--- src/rtl/key_event_decoder.sv ---
// Key gesture classifier: turns a debounced key level into short, long, double-click
// and auto-repeat event pulses with an encoded event code.
module key_event_decoder #(
    parameter bit          KEY_ACTIVE_LOW = 1'b1,
    parameter int unsigned CNT_W          = 32,
    parameter int unsigned LONG_CYC       = 50_000_000,
    parameter int unsigned DBL_GAP_CYC    = 12_500_000,
    parameter int unsigned REPEAT_CYC     = 5_000_000,
    parameter bit          REPEAT_EN      = 1'b1
) (
    input  logic       clk,
    input  logic       rst,
    input  logic       key_in,
    output logic       short_pulse,
    output logic       long_pulse,
    output logic       double_pulse,
    output logic       repeat_pulse,
    output logic       event_valid,
    output logic [2:0] event_code,
    output logic       key_held
);

    typedef enum logic [2:0] {
        StIdle     = 3'd0,
        StPress1   = 3'd1,
        StWait2    = 3'd2,
        StPress2   = 3'd3,
        StLongHold = 3'd4
    } state_e;

    localparam logic [2:0] EvNone   = 3'd0;
    localparam logic [2:0] EvShort  = 3'd1;
    localparam logic [2:0] EvLong   = 3'd2;
    localparam logic [2:0] EvDouble = 3'd3;
    localparam logic [2:0] EvRepeat = 3'd4;

    localparam logic [CNT_W-1:0] LongLast = CNT_W'(LONG_CYC - 1);
    localparam logic [CNT_W-1:0] GapLast  = CNT_W'(DBL_GAP_CYC - 1);
    localparam logic [CNT_W-1:0] RepLast  = CNT_W'(REPEAT_CYC - 1);

    state_e           state, state_nxt;
    logic [CNT_W-1:0] cnt;
    logic             pressed, pressed_d;
    logic             press_evt, rel_evt;
    logic [2:0]       evt;
    logic             cnt_clr;

    assign pressed   = KEY_ACTIVE_LOW ? ~key_in : key_in;
    assign press_evt = pressed & ~pressed_d;
    assign rel_evt   = ~pressed & pressed_d;
    assign key_held  = pressed_d;

    always_comb begin
        state_nxt = state;
        evt       = EvNone;
        cnt_clr   = 1'b0;
        case (state)
            StIdle: begin
                if (press_evt) state_nxt = StPress1;
            end
            StPress1: begin
                // Release wins over a coincident long threshold.
                if (rel_evt) begin
                    state_nxt = StWait2;
                end else if (cnt == LongLast) begin
                    state_nxt = StLongHold;
                    evt       = EvLong;
                end
            end
            StWait2: begin
                if (press_evt) begin
                    state_nxt = StPress2;
                end else if (cnt == GapLast) begin
                    state_nxt = StIdle;
                    evt       = EvShort;
                end
            end
            StPress2: begin
                if (rel_evt) begin
                    state_nxt = StIdle;
                    evt       = EvDouble;
                end
            end
            StLongHold: begin
                if (rel_evt) begin
                    state_nxt = StIdle;
                end else if (REPEAT_EN && (cnt == RepLast)) begin
                    evt     = EvRepeat;
                    cnt_clr = 1'b1;
                end
            end
            default: state_nxt = StIdle;
        endcase
    end

    always_ff @(posedge clk or posedge rst) begin
        if (rst) begin
            state        <= StIdle;
            cnt          <= '0;
            pressed_d    <= 1'b1;  // a key held through reset must be released first
            short_pulse  <= 1'b0;
            long_pulse   <= 1'b0;
            double_pulse <= 1'b0;
            repeat_pulse <= 1'b0;
            event_valid  <= 1'b0;
            event_code   <= EvNone;
        end else begin
            pressed_d <= pressed;
            state     <= state_nxt;
            if (cnt_clr || (state_nxt != state)) begin
                cnt <= '0;
            end else if (cnt != '1) begin
                cnt <= cnt + 1'b1;
            end
            short_pulse  <= (evt == EvShort);
            long_pulse   <= (evt == EvLong);
            double_pulse <= (evt == EvDouble);
            repeat_pulse <= (evt == EvRepeat);
            event_valid  <= (evt != EvNone);
            event_code   <= evt;
        end
    end

endmodule

--- config.mk ---
export PLATFORM = sky130hd
export DESIGN_NAME = key_event_decoder
export DESIGN_NICKNAME = d
export VERILOG_FILES = /design/src/rtl/key_event_decoder.sv
export SDC_FILE = /design/constraint.sdc
export NUM_CORES = 1
export LEC_CHECK = 0
export CORE_AREA = 2 2 67 69
export DETAILED_ROUTE_END_ITERATION = 7
export DIE_AREA = 0 0 69 71
export DONT_BUFFER_PORTS = 1
export PLACE_DENSITY = 0.85
export SLEW_MARGIN = 30
export SYNTH_ARGS = -nofsm -noshare
export SYNTH_HDL_FRONTEND = slang
export SYNTH_SLANG_ARGS = --single-unit
export TNS_END_PERCENT = 20
--- constraint.sdc ---
create_clock -name clk -period 4 [get_ports clk]
set_input_delay 0.4 -clock clk [delete_from_list [all_inputs] [get_ports clk]]
set_output_delay 0.4 -clock clk [all_outputs]
set_load 0.01 [all_outputs]
# --- Yosys cells after proc, flatten, opt, wreduce, memory -nomap -nowiden ---
# Cells that the tools add are included.
totals:
  ff_bits: 44
  in_bits: 3
  output_inout_bits: 9
classes:
  n_addsub: 1
  eq_ne: 13
  muxes: 20
  bitwise_logic: 4
  n_reduce_logical: 5
op_table:
  columns: ["op", "n"]
  rows:
  - ["two-way mux 32 bit", 2]
  - ["adder 32 x 1 -> 32 bit (second input constant)", 1]
  - ["equality test 32 x 23 -> 1 bit (second input constant)", 1]
  - ["equality test 32 x 24 -> 1 bit (second input constant)", 1]
  - ["equality test 32 x 26 -> 1 bit (second input constant)", 1]
  - ["!= test 32 bit (second input constant)", 1]
  - ["two-way mux 3 bit", 8]
  - ["one-hot mux 3 bit (4 select lines)", 2]
  - ["equality test 3 x 2 -> 1 bit (second input constant)", 4]
  - ["equality test 3 x 1 -> 1 bit (second input constant)", 2]
  - ["equality test 3 bit (second input constant)", 2]
  - ["two-way mux 2 bit", 3]
  - ["two-way mux 1 bit", 5]
  - ["zero test 3 bit", 1]
  - ["!= test 3 bit", 1]
  - ["nonzero test 3 bit", 1]
  - ["bitwise AND 1 bit", 2]
  - ["inverter 1 bit", 2]
  - ["nonzero test 2 bit", 1]
  - ["OR reduction 2 bit", 1]
  - ["logical OR 1 bit", 1]

# --- Depth between registers and ports, before layout ---
depth:
  depth_word: 7
  depth_mapped: 9
  mapped_depth_nobuf: 6

# --- Worst setup path before layout ---
# No wires, ideal clock.
synth_timing:
  path_type: "register -> register"
  from: "register cnt[14]"
  to: "register cnt[26]"
  setup_ns: 0.077
  arrival_ns: 2.252
  required_ns: 3.923
  path_slack_ns: 1.671
  stages_incl_launch_ff: 9
  cell_sequence: "dfrtp_1 > clkbuf_1 > nand4_1 > or4_1 > buf_2 > or4b_1 > buf_2 > or3_1 > a21oi_1"
synth_between:
  elab_chain_cells: 7
  word_cells_on_any_way: 18
  classes_between: "add/sub: 1; eq/ne: 5; mux: 10; reduce/logical: 2"
synth_rtl:
  columns: ["item", "line", "source"]
  rows:
  - ["start: declaration", "42", "logic [CNT_W-1:0] cnt;"]
  - ["start signal: assignment", "113", "cnt <= cnt + 1'b1;"]
  - ["equality test 32 x 24 -> 1 bit or equality test 32 x 26 -> 1 bit (tied branches)", "73, 65", null]
  - ["two-way mux 3 bit, on equally long branches", "73, 65", null]
  - ["two-way mux 3 bit, on equally long branches", "71, 63", null]
  - ["one-hot mux 3 bit (4 select lines)", "57", "case (state)"]
  - ["!= test 3 bit", "110", "if (cnt_clr || (state_nxt != state)) begin"]
  - ["logical OR 1 bit", "110", null]
  - ["two-way mux 32 bit or nonzero test 2 bit (tied branches)", null, null]
# Parallel ways exist; a longest one is shown, timed or not. The select of a mux whose other input is x is not followed.
# A chain may end at the register's enable or synchronous reset.

# --- Worst setup path in the final report ---
layout_timing:
  from: "register cnt[24]"
  to: "register cnt[2]"
# Same word-level chain as after synthesis.

==> flow_metrics.py <==
metrics = {
    "final_layout": {
        "fillers": 370,
        "seq_area_sq_um": 1100,
        "final_cells": 315,
        "syn2layout_area_growth_pct": 4.40,
        "num_antenna_cells": 0,
        "drive_gt1_share_pct": 6.84,
        "fin_nets": 266,
        "multi_input_area_sq_um": 1220,
    },
    "drt": {
        "drt-pass1-iter-count": 5,
        "wl_per_cell_um": 17.5,
        "vias": 2111,
        "first_iter_violations": 181,
        "via_per_inst": 6.70,
        "ant_nets": 0,
        "drc_errors": 0,
        "routed_wl_mm": 5.50,
    },
    "worst_setup_path": {
        "path_cells": "nor4b_1 > nand2_1 > nor4_1 > or4_1 > buf_4 > nor3_1",
        "arrival_ns": 2.76,
        "max_stage_delay_ns": 0.63,
        "path_class": "flip-flop to flip-flop",
        "cp-start-kind": "flip-flop",
        "critPathMaxFanout": 32,
        "critical_path.endpoint_type": "flip-flop",
        "slowest_stage": "nor4_1",
        "crit_required_ns": 4.16,
    },
    "floorplanning": {
        "pin_count": 12,
        "die_w_um": 69,
        "die-area_sq_um": 4900,
        "rows": 24,
        "coreArea_sq_um": 4200,
        "start_util_pct": 57.5,
        "fp.dieH_um": 71,
    },
    "timing": {
        "clock.fmax_mhz": 385,
        "finalSetupViolations": 0,
        "max_slew_margin_pct": 55.8,
        "tns_ns": 0,
        "finalCritPeriodShare_pct": 65.0,
        "timing_hold_violations_final": 0,
        "fin_worst_skew_ns": 0.00971,
        "slew_violations": 0,
        "period_needed_ns": 2.60,
        "tightest_slew_ns": 0.657,
        "rsz0062_at_grt": "no",
    },
    "synth": {
        "yosys.area.top_type": "dfrtp_1",
        "synth.top_cell.area_share_pct": 44.5,
        "yosysSeqAreaShare_pct": 45.6,
        "syn_area_sq_um": 2420,
        "synth_most_common_cell": "dfrtp_1",
        "syn-num-nets": 273,
        "synth_area_leaders": "dfrtp_1 (45%), a21oi_1 (3.9%), nor2_1 (3.9%), or3_1 (3.6%), nand4_1 (3.4%)",
        "synth_cell_type_count": 42,
        "synth_enable_flop_cells": 0,
        "synthTopCellsByCount": "dfrtp_1 (43), nor2_1 (25), a21oi_1 (19)",
        "synth-seq-cells": 44,
        "syn_inst": 269,
        "syn_avg_cell_area_sq_um": 8.98,
        "yosysWarnings": 0,
        "synthFlopType": "dfrtp_1",
        "async_flop_share_pct": 100,
    },
    "place": {
        "gp_congestion": 0.903,
        "io_buffers": 0,
        "post-dp-hpwl_mm": 3.79,
        "placed_cells": 307,
    },
    "clock_tree": {
        "clock-sinks": 44,
        "clk_root_buffer_cell": "clkbuf_8",
        "insertion_delay_ns": 0.30,
        "cts_tree": "done",
        "cts_max_level": 2,
        "clk_pin_slew_ns": 0.08,
        "cts.path.max_buffers": 2,
        "cts_hold_buffers": 0,
        "numCtsBuffers": 5,
        "cts-resized-gates": 0,
        "postCtsSetupRepairBufs": 0,
    },
    "global_route": {
        "grt_pass1_wl_mm": 9.38,
        "grt_max_degree": 45,
        "antenna_found_initial": 0,
        "grt_pass1_vias": 1946,
        "grt_use_total_pct": 23.7,
        "overflow": 0,
    },
    "outcome": {
        "status": "complete, no violations",
    },
    "hold_path": {
        "hold_path.class": "input pin to asynchronous set/reset pin",
    },
    "power_and_ir_drop": {
        "p_leak_nw": 0.996,
        "power_density_nw_per_um2": 340,
        "irDropWorstVdd_uv": 244,
        "total_power_mw": 0.857,
    },
    "run": {
        "cap_violations": 0,
    },
}
-- path summary, 6_finish.rpt --
path | startpoint | end | slack, ns | depth (start not counted)
max | cnt[24] | cnt[2] | 1.40 | 6
min | rst | cnt[12] | 0.11 | 2
max reg2reg | cnt[24] | cnt[2] | 1.40 | 6
min reg2reg | cnt[1] | cnt[1] | 0.56 | 2
max in group asynchronous | rst | cnt[8] | 3.51 | 2
min in group clk | key_in | key_held | 0.14 | 1
-- registers in the layout, summed over array words and instances (netlist names) --
name,flops
key_held,1
short_pulse,1
state,3
cnt,32
event_code,3
repeat_pulse,1
double_pulse,1
event_valid,1
long_pulse,1
-- report_power, final --
part / total (mW) / internal [mW] / switching [mW]
clock network: 0.285 / 0.141 / 0.144
logic: 0.0796 / 0.0277 / 0.0519
registers: 0.492 / 0.467 / 0.0256
total: 0.857 / 0.635 / 0.221
-- cells by family after synthesis --
group	after synthesis	share of synthesized area, %
buffers and inverters	24	4.04
and+or+nand+nor	137	32.9
DFF	44	45.6
adders and majority gates	2	0.932
muxes	1	0.414
xor gates and xnor gates	14	5.08
AOI/OAI and AO/OA	47	11.0
-- critical path: cells and delay by family (launching register included) --
kind,cells,cell delay (ns)
DFF,1,0.46
buffers and inverters,1,0.32
and+or+nand+nor,5,1.68
-- layer usage --
metal | up-vias | routed length, um | GRT usage (%)
met4 | 0 | 82 | 7.19
met2 | 79 | 2650 | 39.9
met1 | 1041 | 2420 | 30.9
met5 | - | 0 | 0
met3 | 10 | 345 | 5.27
li1 | 981 | - | -
-- layout make-up --
| cell class | count | area share, % |
|---|---|---|
| clock buffers | 8 | 3.57 |
| inverters | 7 | 1.04 |
| multi-input cells | 201 | 48.2 |
| flip-flops and latches | 44 | 43.7 |
| well taps | 52 | 2.58 |
| repair buffers | 3 | 0.893 |
-- cell usage in the layout, fill, tap and decap left out, drive strengths merged, types with 14 or more instances in the layout --
cell and n:
nand4 14, dfrtp 43, nor2 25, a21oi 19
o21ai 17, or3 16, nand3 14, nand2 18
-- metrics by stage --
step                      hold slack [ns]  utilization, %  cell area (sq um)  worst slack, ns
after floorplan                     0.438               -               2420             1.67
after global placement              0.441            57.9               2430             1.49
after detailed placement            0.457            57.9               2430             1.48
after CTS                           0.132            60.0               2520             1.44
after global routing                0.132            60.0               2520             1.24
final                               0.115            60.0               2520             1.40
Note: power is estimated with default switching activity, not from simulation.
==> edit: new RTL, same flow settings <==
The 5 states of `state_e` get a Gray code encoding in 3 bits.
--- a/src/rtl/key_event_decoder.sv
+++ b/src/rtl/key_event_decoder.sv
@@ -23,7 +23,7 @@
     typedef enum logic [2:0] {
-        StIdle     = 3'd0,
-        StPress1   = 3'd1,
-        StWait2    = 3'd2,
-        StPress2   = 3'd3,
-        StLongHold = 3'd4
+        StIdle     = 3'b000,
+        StPress1   = 3'b001,
+        StWait2    = 3'b011,
+        StPress2   = 3'b010,
+        StLongHold = 3'b110
     } state_e;
Formal check against the unedited RTL: same outputs for any inputs over 10 cycles, from zero or initial values and one cycle with rst high; not proved beyond that.
==> edit against the unedited design <==
- sequential cell count did not move
- non-clock buffer count did not move
- area after synthesis rose by 9.6%
- via count rose by 11%
- sequential share of layout area fell by 3.5 points
- setup slack got worse by 0.59 ns
- wire length rose by 12%
- final area rose by 8.6%
- critical endpoint is now cnt[13]
Power is not compared: it rests on default switching activity, and its combinational part moved more than twofold at a synthesized area within 25%.
==> edit: results (changes against the unedited design) <==
| Metric | Value |
|---|---|
| Status | finished clean (unchanged) |
| Global placer's final weighted congestion | 0.945 (was 0.903) |
| Crit path from | cnt[31] (was cnt[24]) |
| Vias in the first global route | 2226 (was 1946) |
| Hold WC Path Type | input pin to asynchronous set/reset pin (unchanged) |
| Final #Nets | 280 (was 266) |
| Clock slew at reported path FFs | 0.08 ns (about the same) |
| Synth top area cells | dfrtp_1 (41%), a211oi_1 (4.5%), nand4_1 (3.8%) (was dfrtp_1 (45%), a21oi_1 (3.9%), nor2_1 (3.9%)) |
| Max Fclk | 313 MHz (was 385 MHz) |
| CP Max Fanout | 19 (was 32) |
| Clock Skews | 0.00421 ns (was 0.00971 ns) |
| DP HPWL | 4270 microns (was 3790 microns) |
| Internal | 0.000689 W |
| Worst r2r dst | cnt[13] (was cnt[2]) |
| Largest net degree at the start of global routing | 45 (unchanged) |
| N_diodes | 0 (unchanged) |
| Via count | 2339 (was 2111) |
| Skew-Pair Late Insertion Delay | about 0.29 ns |
| Cell accounting for the most synthesized area | dfrtp_1 (unchanged) |
| Cell leakage power | 1.04 nW |
| Top cells by count, synth | dfrtp_1 (43), nand2_1 (18), nand3_1 (17) (was dfrtp_1 (43), nor2_1 (25), a21oi_1 (19), nand2_1 (18), o21ai_0 (16)) |
| Reg2Reg Setup Slack | 0.81 ns (was 1.40 ns) |
| Register area share after synthesis | 0.416 (was 0.456) |
| First-pass GRT wire length | 10700 microns (was 9380 microns) |
| Yosys warnings | 0 (unchanged) |
| Initial antenna violation count | 0 (unchanged) |
| Root buf cell | clkbuf_8 (unchanged) |
| Async SR Flop Fraction | 1.00 (unchanged) |
| Htree depth | 2 (unchanged) |
| Peak VDD IR | 0.000199 V |
| Biggest regs | cnt: 32 flops, event_code: 3 flops, state: 3 flops (unchanged) |
| Library cells used by synthesis | 48 (was 42) |
| Setup Buffers After CTS | 0 (unchanged) |
| Iter 0 DRT Violations | 214 (was 181) |
| Tot GR Track Use | 0.267 (was 0.237) |
| I/O Buffers | 0 (unchanged) |
| DR pass1 iterations | 5 (unchanged) |
| Worst slew pin tran | 0.880 ns (was 0.657 ns) |
| CTS Buf Count | 5 (unchanged) |
| Reg2Reg Depth | 6 (unchanged) |
| CTS-repair resized insts | 0 (unchanged) |
| Syn nets | 287 (was 273) |
| CP endpoint | cnt[13] (was cnt[2]) |
| CP arrival | 3.36 ns (was 2.76 ns) |
| Maximum buffer depth of the clock tree | 2 (unchanged) |
| Routed wire length | 6170 microns (was 5500 microns) |
| Fraction of layout cells with a size suffix above 1 | 0.0939 (was 0.0684) |
==> edit: cell types whose count changed in the layout (fill, tap and decap cells not counted), moves of 4 or more <==
cell       unedited run  this run
nor2_1               25         9
a21oi_1              19         2
and3_1                6        10
a211oi_1              1        16
a2111oi_0             1         6
xnor2_1               6        11
xor2_1                8         2
nor3_1                3        16
==> edit: area by class of cell <==
| cell class | instances | area (sq um) |
|---|---|---|
| clock buffers | 6 | 82.6 |
| clock inverters | 2 | 10.0 |
| fillers | 350 | 1470 |
| inverters | 10 | 38.8 |
| multi-input cells | 212 | 1420 |
| flip-flops and latches | 44 | 1100 |
| well taps | 52 | 65.1 |
| repair buffers | 3 | 22.5 |
==> edit: power by group through the flow <==
stage	combinational [W]	sequential (W)	clock, W
CTS	0.000229	0.000522	0.000291
finish	0.000227	0.000524	0.000289
detailed placement	0.000229	0.000531	0
floorplan	0.000211	0.000511	0
global placement	0.000221	0.000529	0
global route	0.000253	0.000531	0.000311
==> edit: worst min path at each step <==
stage | from | endpoint | slack, ns
6_report | rst | cnt[10] | 0.09
2_1_floorplan | key_in | key_held | 0.43
5_1_grt | key_in | key_held | 0.11
4_1_cts | key_in | key_held | 0.11
3_5_place_dp | key_in | key_held | 0.43
3_3_place_gp | key_in | key_held | 0.43
==> edit: stage by stage <==
| stage | instances | cell area (sq um) | power, W | utilization | hold WS (ns) |
|---|---|---|---|---|---|
| final | 329 | 2740 | 0.00104 | 0.651 | 0.0903 |
| after global routing | 329 | 2740 | 0.00110 | 0.651 | 0.109 |
| after floorplan | 283 | 2650 | 0.000722 | - | 0.426 |
| after detailed placement | 321 | 2650 | 0.000760 | 0.629 | 0.429 |
| after global placement | 321 | 2650 | 0.000750 | 0.629 | 0.428 |
| after CTS | 329 | 2740 | 0.00104 | 0.651 | 0.113 |
==> edit: cell families (layout without fill, tap and decap cells) <==
group | after synthesis | count (layout) | synth area share
adders and majority gates | 1 | 1 | 0.00473
AOI/OAI and AO/OA | 52 | 52 | 0.143
xor gates and xnor gates | 13 | 13 | 0.0430
muxes | 2 | 2 | 0.00756
and+or+nand+nor | 144 | 144 | 0.336
buffers and inverters | 27 | 21 | 0.0496
DFF | 44 | 44 | 0.416
==> edit: worst max-delay path: stages, from the launching register on <==
cell and delay (ns):
dfrtp_1 0.43, or4_1 0.60, or4_1 0.58, or4_4 0.46, a41oi_4 0.58, buf_4 0.32, a211oi_1 0.08
==> edit: per-layer routing <==
metal / part of all wire / GRT usage / vias to the layer above
li1: - / - / 1086
met1: 0.44 / 0.365 / 1122
met2: 0.47 / 0.422 / 109
met3: 0.062 / 0.0541 / 22
met4: 0.031 / 0.107 / 0
met5: 0 / 0 / -
